`src/rtl/digit_feature_recog.sv`:
```
// Counts 0->1 stroke crossings on one column and two rows of a fixed character
// window, then decodes the three counts into a digit at every frame boundary.
module digit_feature_recog #(
    parameter logic [11:0] REGION_LEFT  = 12'd70,
    parameter logic [11:0] REGION_RIGHT = 12'd140,
    parameter logic [11:0] REGION_UP    = 12'd80,
    parameter logic [11:0] REGION_DOWN  = 12'd190,
    parameter logic [11:0] COL_H2       = 12'd105,
    parameter logic [11:0] ROW_V5       = 12'd115,
    parameter logic [11:0] ROW_V3       = 12'd150
) (
    input  logic        clk,
    input  logic        rst,
    input  logic        i_vs,
    input  logic        i_de,
    input  logic [11:0] x,
    input  logic [11:0] y,
    input  logic        i_bin,
    output logic [3:0]  reco_digital,
    output logic [11:0] h_2,
    output logic [11:0] v_5,
    output logic [11:0] v_3,
    output logic        o_valid
);

    typedef enum logic {ACCUM = 1'b0, DECODE = 1'b1} state_t;

    state_t      state_q, state_d;
    logic        vs_dly_q, vs_dly_d;
    logic [3:0]  c_h2_q, c_h2_d, c_v5_q, c_v5_d, c_v3_q, c_v3_d;
    logic        l5_q, l5_d, l3_q, l3_d;
    logic        seen5_q, seen5_d, seen3_q, seen3_d;
    logic        prev_h2_q, prev_h2_d, prev_v5_q, prev_v5_d, prev_v3_q, prev_v3_d;
    logic [3:0]  reco_q, reco_d;
    logic [11:0] h2_q, h2_d, v5_q, v5_d, v3_q, v3_d;
    logic        valid_q, valid_d;

    logic in_win, vs_rise, row_prev5, row_prev3;

    function automatic logic [3:0] sat_inc(input logic [3:0] c);
        return (c == 4'hF) ? c : c + 4'd1;
    endfunction

    function automatic logic [3:0] decode_digit(input logic [3:0] ch, input logic [3:0] cv5,
                                                input logic [3:0] cv3, input logic fl5,
                                                input logic fl3);
        logic [3:0] d;
        d = 4'hF;
        if      (ch == 4'd3 && cv5 == 4'd2 && cv3 == 4'd2)                 d = 4'd8;
        else if (ch == 4'd2 && cv5 == 4'd2 && cv3 == 4'd2)                 d = 4'd0;
        else if (ch == 4'd3 && cv5 == 4'd1 && cv3 == 4'd1 && !fl5 && fl3)  d = 4'd2;
        else if (ch == 4'd3 && cv5 == 4'd1 && cv3 == 4'd1 && !fl5 && !fl3) d = 4'd3;
        else if (ch == 4'd3 && cv5 == 4'd1 && cv3 == 4'd1 && fl5 && !fl3)  d = 4'd5;
        else if (ch == 4'd2 && cv5 == 4'd2 && cv3 == 4'd1)                 d = 4'd4;
        else if (ch == 4'd3 && cv5 == 4'd1 && cv3 == 4'd2)                 d = 4'd6;
        else if (ch == 4'd3 && cv5 == 4'd2 && cv3 == 4'd1)                 d = 4'd9;
        else if (ch == 4'd2 && cv5 == 4'd1 && cv3 == 4'd1)                 d = 4'd7;
        else if (ch == 4'd1 && cv5 == 4'd1 && cv3 == 4'd1)                 d = 4'd1;
        return d;
    endfunction

    assign in_win  = i_de && (x >= REGION_LEFT) && (x <= REGION_RIGHT)
                          && (y >= REGION_UP) && (y <= REGION_DOWN);
    assign vs_rise = i_vs & ~vs_dly_q;
    // Each row scan starts fresh at the left edge of the window.
    assign row_prev5 = (x == REGION_LEFT) ? 1'b0 : prev_v5_q;
    assign row_prev3 = (x == REGION_LEFT) ? 1'b0 : prev_v3_q;

    always_comb begin
        state_d   = state_q;
        vs_dly_d  = i_vs;
        c_h2_d    = c_h2_q;
        c_v5_d    = c_v5_q;
        c_v3_d    = c_v3_q;
        l5_d      = l5_q;
        l3_d      = l3_q;
        seen5_d   = seen5_q;
        seen3_d   = seen3_q;
        prev_h2_d = prev_h2_q;
        prev_v5_d = prev_v5_q;
        prev_v3_d = prev_v3_q;
        reco_d    = reco_q;
        h2_d      = h2_q;
        v5_d      = v5_q;
        v3_d      = v3_q;
        valid_d   = 1'b0;

        if (state_q == DECODE) begin
            state_d   = ACCUM;
            h2_d      = {8'd0, c_h2_q};
            v5_d      = {8'd0, c_v5_q};
            v3_d      = {8'd0, c_v3_q};
            reco_d    = decode_digit(c_h2_q, c_v5_q, c_v3_q, l5_q, l3_q);
            valid_d   = 1'b1;
            c_h2_d    = 4'd0;
            c_v5_d    = 4'd0;
            c_v3_d    = 4'd0;
            l5_d      = 1'b0;
            l3_d      = 1'b0;
            seen5_d   = 1'b0;
            seen3_d   = 1'b0;
            prev_h2_d = 1'b0;
        end else begin
            if (vs_rise) state_d = DECODE;
            // The pixel arriving with the vs edge still belongs to the closing frame.
            if (in_win) begin
                if (x == COL_H2) begin
                    if (i_bin && !prev_h2_q) c_h2_d = sat_inc(c_h2_q);
                    prev_h2_d = i_bin;
                end
                if (y == ROW_V5) begin
                    if (i_bin && !row_prev5) begin
                        c_v5_d = sat_inc(c_v5_q);
                        if (!seen5_q) begin
                            seen5_d = 1'b1;
                            l5_d    = (x < COL_H2);
                        end
                    end
                    prev_v5_d = i_bin;
                end
                if (y == ROW_V3) begin
                    if (i_bin && !row_prev3) begin
                        c_v3_d = sat_inc(c_v3_q);
                        if (!seen3_q) begin
                            seen3_d = 1'b1;
                            l3_d    = (x < COL_H2);
                        end
                    end
                    prev_v3_d = i_bin;
                end
            end
        end
    end

    always_ff @(posedge clk or posedge rst) begin
        if (rst) begin
            state_q   <= ACCUM;
            vs_dly_q  <= 1'b0;
            c_h2_q    <= 4'd0;
            c_v5_q    <= 4'd0;
            c_v3_q    <= 4'd0;
            l5_q      <= 1'b0;
            l3_q      <= 1'b0;
            seen5_q   <= 1'b0;
            seen3_q   <= 1'b0;
            prev_h2_q <= 1'b0;
            prev_v5_q <= 1'b0;
            prev_v3_q <= 1'b0;
            reco_q    <= 4'hF;
            h2_q      <= 12'd0;
            v5_q      <= 12'd0;
            v3_q      <= 12'd0;
            valid_q   <= 1'b0;
        end else begin
            state_q   <= state_d;
            vs_dly_q  <= vs_dly_d;
            c_h2_q    <= c_h2_d;
            c_v5_q    <= c_v5_d;
            c_v3_q    <= c_v3_d;
            l5_q      <= l5_d;
            l3_q      <= l3_d;
            seen5_q   <= seen5_d;
            seen3_q   <= seen3_d;
            prev_h2_q <= prev_h2_d;
            prev_v5_q <= prev_v5_d;
            prev_v3_q <= prev_v3_d;
            reco_q    <= reco_d;
            h2_q      <= h2_d;
            v5_q      <= v5_d;
            v3_q      <= v3_d;
            valid_q   <= valid_d;
        end
    end

    assign reco_digital = reco_q;
    assign h_2          = h2_q;
    assign v_5          = v5_q;
    assign v_3          = v3_q;
    assign o_valid      = valid_q;

endmodule

```
`config.mk`:
```
export PLATFORM = sky130hd
export DESIGN_NAME = digit_feature_recog
export DESIGN_NICKNAME = d
export VERILOG_FILES = /design/src/rtl/digit_feature_recog.sv
export SDC_FILE = /design/constraint.sdc
export NUM_CORES = 1
export LEC_CHECK = 0
export BUFFER_PORTS_ARGS = -buffer_cell sky130_fd_sc_hd__buf_2
export CAP_MARGIN = 20
export CORE_AREA = 10 10 72 86
export DETAILED_ROUTE_END_ITERATION = 7
export DIE_AREA = 0 0 82 96
export GPL_TIMING_DRIVEN = 0
export PLACE_DENSITY = 0.82
export SYNTH_ARGS = -nofsm -noshare
export SYNTH_HDL_FRONTEND = slang
export SYNTH_SLANG_ARGS = --single-unit
```
`constraint.sdc`:
```
create_clock -name clk -period 4.95 [get_ports clk]
set_input_delay 0.2475 -clock clk [delete_from_list [all_inputs] [get_ports clk]]
set_output_delay 0.2475 -clock clk [all_outputs]
set_load 0.005 [all_outputs]
```
==> metrics.cfg, run 1 <==
[synth]
synth_cells = 252
synth_edf_count = 0
yosysWarnings = 0
syn-cell-area_um2 = 2430
synth_largest_area_cell = dfrtp_1
dominantRegCellSynth = dfrtp_1
synthTopCellsByArea = dfrtp_1 35%, buf_4 7.4%, mux2_2 7.4%, ha_1 4.6%, dfstp_2 4.3%
synth_top_area_frac = 0.351
ys_seq_elements = 38
ys_async_sr_fraction = 1.00
avgSynthCellArea_um2 = 9.63
yosysSeqAreaShare = 0.394
yosysUniqueCellTypes = 52

[grt]
use_met1 = 0.167
grt_pass1_wl_mm = 9.77
met3_usage = 0.0392
grt_max_degree = 39
track_usage = 0.154
top_usage_layer = met2
grt-ovfl-total = 0
grt_antenna_before_repair = 0
grtUsageMet2 = 0.284
grt_pass1_vias = 2106

[critical_path]
start_kind = input port
crit_required_ns = 5.14
critPathCaptureType = register
worstSetupPathType = in -> reg
reg2reg_slack_ns = 2.97
cp_max_fo = 10
cp.arrival_ns = 3.07

[power]
swShare = 0.244
power.switching_mw = 0.151
irDropWorstVdd_mv = 0.183
p_total_mw = 0.618
power_frac_seq = 0.521
p_leak_nw = 1.40
power.internal_mw = 0.467
power_density_nw_per_um2 = 213
combPwrFrac = 0.124
power_frac_clock = 0.355

[clocking]
clockBufferDepth = 2
cts_resized = 0
hold_buffers = 0
htreeDepth = 2
numCtsBuffers = 5
cts_tree = built
clkSinkCount = 38
clock_latency_ns = 0.29
cts_root_buffer = clkbuf_8
cts.reportedPaths.clkPinSlew_ns = 0.07
cts_setup_buffers = 0

[finish]
multi_input_area_um2 = 1300
layout.cells.non_filler = 386
finalInstanceArea_um2 = 2900
postLayoutCoreUtil = 0.641
drive_above_1_share = 0.323
nets = 365
areaGrowthSynthToFinish_pct = 19.6
nFillCells = 412
layout_commonest_cell = buf_2
most-common-layout-cells = 47 x buf_2, 34 x dfrtp_1, 24 x buf_4, 24 x conb_1, 16 x mux2_2
regArea_um2 = 956
n_antenna_cell = 0

[sta]
setup_viol = 0
max_freq_ghz = 0.347
finalMaxSlewViolations = 0
layout_min_cycle_time_ns = 2.88
tns_ns = 0
hold_viol_final = 0
worstMarginPinSlew_ns = 1.00
rsz0062_at_grt = no
worst_slack_ns = 2.07
fin_skew_ns = 0.00590
relSlewSlack = 0.327
whs_ns = 0.0705
min_period_over_period = 0.582

[floorplanning]
die_h_um = 96
dieArea_um2 = 7870
die_x_um = 82
io_pins = 70
rows = 27
core_area_um2 = 4530
start_util = 0.536

[drt]
drcViolationCount = 0
vias = 2162
dr.pass1.iters = 5
drt_iter0_markers = 134
ant_nets = 0
routed_via_density = 5.60
wl_mm = 6.10
wl_per_cell_um = 15.8

[place]
dpl-instance-area_um2 = 2810
place_ws_ns = 1.78
dp.cells = 377
globalplace.congestion = 0.895
io_buffers = 44
post-dp-hpwl_mm = 4.63

[outcome]
outcome = finished clean

[worst_hold_path]
hold_path.class = in -> reg

[job]
timing.max_cap.violations = 0

power groups by stage:
stage / clock, mW / combinational (mW) / sequential (mW)
floorplan: 0 / 0.0459 / 0.329
global placement: 0 / 0.0735 / 0.328
detailed placement: 0 / 0.0758 / 0.328
CTS: 0.226 / 0.0758 / 0.323
global route: 0.238 / 0.0849 / 0.323
finish: 0.219 / 0.0766 / 0.322
cells in the mapped netlist (2+ instances only):
cell type   n
dfstp_2     4
mux2_2     16
nand3_1    10
nor2b_1     5
nor2_1     14
buf_4      24
o31ai_1     3
or4b_2      2
nand4_1     7
nor3_1      4
buf_2       2
a41oi_1     3
ha_1        9
nor3b_1     3
nor4_1      6
clkbuf_1    7
a31oi_1     6
and3_1      6
o2bb2ai_1   2
o21a_1      3
o21ai_0     9
a211oi_1    2
nand4b_1    3
a311oi_1    4
or4_4       3
or3_1       2
dfrtp_1    34
nand3b_1    3
o41ai_1     2
a21oi_1     8
nand2_1    13
mux2i_1     2
or4_1       4
inv_1       9
cell families (layout without fill, tap and decap cells):
logic type / Yosys count / after routing / share of synthesized area
simple gates: 90 / 90 / 0.220
compound gates: 52 / 52 / 0.150
buf+inv: 44 / 97 / 0.106
flops: 38 / 38 / 0.394
mux: 18 / 18 / 0.0825
fa+ha+maj: 9 / 9 / 0.0464
other cells: 1 / 24 / 0.00155
flip-flops by register name (all words and copies together), names as in the netlist:
signal,count
l3_q,1
state_q,1
seen5_q,1
v_5,4
l5_q,1
c_h2_q,4
reco_digital,4
vs_dly_q,1
o_valid,1
c_v5_q,4
prev_h2_q,1
v_3,4
h_2,4
prev_v3_q,1
seen3_q,1
c_v3_q,4
prev_v5_q,1
worst paths after layout:
kind / cells after the start / endpoint / from
hold reg to reg: 0 / o_valid / state_q
setup reg to reg: 7 / reco_digital[2] / c_v5_q[1]
hold / removal: 1 / vs_dly_q / i_vs
setup / recovery: 7 / c_v5_q[1] / x[11]
min in group asynchronous: 2 / h_2[0] / rst
max in group asynchronous: 2 / seen5_q / rst
critical path, stage by stage:
cell and delay, ns:
buf_2 0.09, or4_1 0.62, or4_4 0.45, nor4_1 0.87, buf_2 0.38, a31oi_1 0.12, a311oi_1 0.28
final cells by class:
type                       count  area share
buffer                        34      0.0759
clock buffer                   7      0.0298
clock inverter                 1     0.00172
inverter                      10      0.0129
multi-input combinational    193       0.448
sequential                    38       0.329
tap                           58      0.0250
timing repair buffer          45      0.0776
routing by layer:
metal  vias up  wire length, µm
li1       1052                -
met1      1032             2350
met2        70             3300
met3         8              388
met4         0               68
met5         -                0
Power figures use the tool's default switching activity.
==> run 2: changes to the inputs <==
- CORE_AREA: 10 10 72 86 -> 10 10 74 88
- DIE_AREA: 0 0 82 96 -> 0 0 84 98
- PLACE_DENSITY: 0.82 -> 0.78
- clock period: 4.95 -> 2.9 ns (I/O delays scaled with it)
==> metrics.cfg, run 2 (synthesis gave the netlist of run 1 again) <==
[outcome]
outcome = finished with violations  ; was finished clean
violations = hold timing

[drt]
dr.pass1.iters = 4  ; was 5
vias = 2171  ; was 2162
drt_iter0_markers = 121  ; was 134
drcViolationCount = 0  ; unchanged
routed_via_density = 5.58  ; was 5.60
ant_nets = 0  ; unchanged
wl_per_cell_um = 15.4  ; was 15.8 µm
wl_mm = 6.01  ; was 6.10 mm

[finish]
layout.cells.non_filler = 389  ; was 386
most-common-layout-cells = 46 x buf_2, 34 x dfrtp_1, 24 x buf_4, 24 x conb_1, 16 x mux2_2  ; was 47 x buf_2, 34 x dfrtp_1, 24 x buf_4, 24 x conb_1, 16 x mux2_2
postLayoutCoreUtil = 0.602  ; was 0.641
nets = 366  ; was 365
layout_commonest_cell = buf_2  ; unchanged
drive_above_1_share = 0.319  ; was 0.323
n_antenna_cell = 0  ; unchanged
areaGrowthSynthToFinish_pct = 19.9  ; was 19.6%

[clocking]
cts_root_buffer = clkbuf_8  ; unchanged
numCtsBuffers = 5  ; unchanged
clockBufferDepth = 2  ; unchanged
cts_setup_buffers = 0  ; unchanged
cts_tree = built  ; unchanged
clkSinkCount = 38  ; unchanged
cts.reportedPaths.clkPinSlew_ns = 0.07  ; about the same
htreeDepth = 2  ; unchanged
clock_latency_ns = 0.29  ; about the same

[job]
timing.max_cap.violations = 0  ; unchanged

[floorplanning]
start_util = 0.502  ; was 0.536
dieArea_um2 = 8230  ; was 7870 µm²
rows = 28  ; was 27
io_pins = 70  ; unchanged
die_h_um = 98  ; was 96 µm
core_area_um2 = 4830  ; was 4530 µm²
die_x_um = 84  ; was 82 µm

[critical_path]
cpLargestDelayFamily = simple AND/OR/NAND/NOR gates  ; unchanged
slowest_stage = nor4_2  ; was nor4_1
critPathCaptureType = register  ; unchanged
crit_chain = buf_2 -> or4_4 -> or4_4 -> nor4_2 -> buf_2 -> a31oi_1 -> a311oi_1  ; was buf_2 -> or4_1 -> or4_4 -> nor4_1 -> buf_2 -> a31oi_1 -> a311oi_1
crit_required_ns = 3.09  ; was 5.14 ns
critPathMaxStageDelay_ns = 0.63  ; was 0.87 ns
worstSetupPathType = in -> reg  ; unchanged
start_kind = input port  ; unchanged
cp.arrival_ns = 2.71  ; was 3.07 ns
cp_num_buf_inv = 2  ; unchanged
cp_max_fo = 10  ; unchanged

[grt]
grt_pass1_vias = 2254  ; was 2106
grt_max_degree = 39  ; unchanged
grt-ovfl-total = 0  ; unchanged
grt_pass1_wl_mm = 10.1  ; was 9.77 mm
track_usage = 0.143  ; was 0.154
grt_antenna_before_repair = 0  ; unchanged

[sta]
setup_viol = 0  ; unchanged
tns_ns = 0  ; unchanged
fin_skew_ns = 0.00511  ; was 0.00590 ns
finalMaxSlewViolations = 0  ; unchanged
relSlewSlack = 0.452  ; was 0.327
rsz0062_at_grt = no  ; unchanged
min_period_over_period = 0.869
worstMarginPinSlew_ns = 0.811  ; was 1.00 ns
hold_viol_final = 4  ; was 0
max_freq_ghz = 0.397
layout_min_cycle_time_ns = 2.52
whs_ns = -0.0111  ; was 0.0705 ns

[place]
dp.cells = 379  ; was 377
post-dp-hpwl_mm = 4.62  ; was 4.63 mm
globalplace.congestion = 0.846  ; was 0.895
io_buffers = 44  ; unchanged

[power]
p_leak_nw = 1.40  ; about the same
power_density_nw_per_um2 = 355  ; was 213 nW/µm²
p_total_mw = 1.03  ; was 0.618 mW
irDropWorstVdd_mv = 0.264  ; was 0.183 mV

[worst_hold_path]
hold_path.class = in -> async  ; was in -> reg

run 2: cell types whose count changed in the layout (fill, tap and decap cells not counted):
cell,previous run,this run
clkbuf_2,0,1
clkbuf_1,8,10
buf_2,47,46
nor4_2,0,1
clkinv_2,1,0
nor4_1,6,5
dlygate4sd3_1,0,1
clkbuf_8,6,5
run 2: layout make-up:
cell class | count | area, µm²
Fill cell | 449 | 1930
Multi-Input combinational cell | 193 | 1310
Sequential cell | 38 | 956
Timing Repair Buffer | 46 | 235
Buffer | 34 | 220
Clock buffer | 8 | 80.1
Tap cell | 60 | 75.1
Inverter | 10 | 37.5
run 2: final timing paths:
| path | startpoint | end | slack [ns] | cells after the start |
|---|---|---|---|---|
| min in group clk | y[3] | prev_v3_q | 0.23 | 4 |
| worst max-delay path | y[11] | c_v5_q[1] | 0.38 | 7 |
| max in group asynchronous | rst | v_3[1] | 2.40 | 2 |
| worst min-delay path | rst | c_h2_q[1] | -0.01 | 2 |
| worst max register to register | c_h2_q[1] | reco_digital[1] | 0.96 | 7 |
| worst min register to register | state_q | o_valid | 0.38 | 0 |
run 2: through the flow:
step                      setup WS [ns]  instance area (µm²)
after floorplan                   0.332                 2510
after global placement          -0.0913                 2810
after detailed placement         -0.180                 2810
after CTS                         0.105                 2900
after global routing              0.269                 2910
final                             0.380                 2910
run 2: report_power, final:
group	internal, mW	switching [mW]
Combinational	0.0611	0.0701
Sequential	0.546	0.00432
Clock	0.171	0.181
run 2: repair_timing:
item                                   CTS  global route
gates resized for setup                  0             1
setup endpoints to repair                0             4
endpoints found under the hold margin    1             0
hold buffers                             1             0
run 2: worst register-to-register path, cell delays in order, from the launching register on:
cell,delay [ns]
dfrtp_1,0.45
ha_1,0.18
clkbuf_1,0.30
nor3b_1,0.29
nand4_1,0.13
a22oi_1,0.27
o22a_1,0.19
o2bb2ai_1,0.06
run 2: metal layers:
layer,wire length (µm),track usage
met2,3330,0.276
met1,2220,0.147
met4,68,0.0413
met3,386,0.0349
met5,0,0
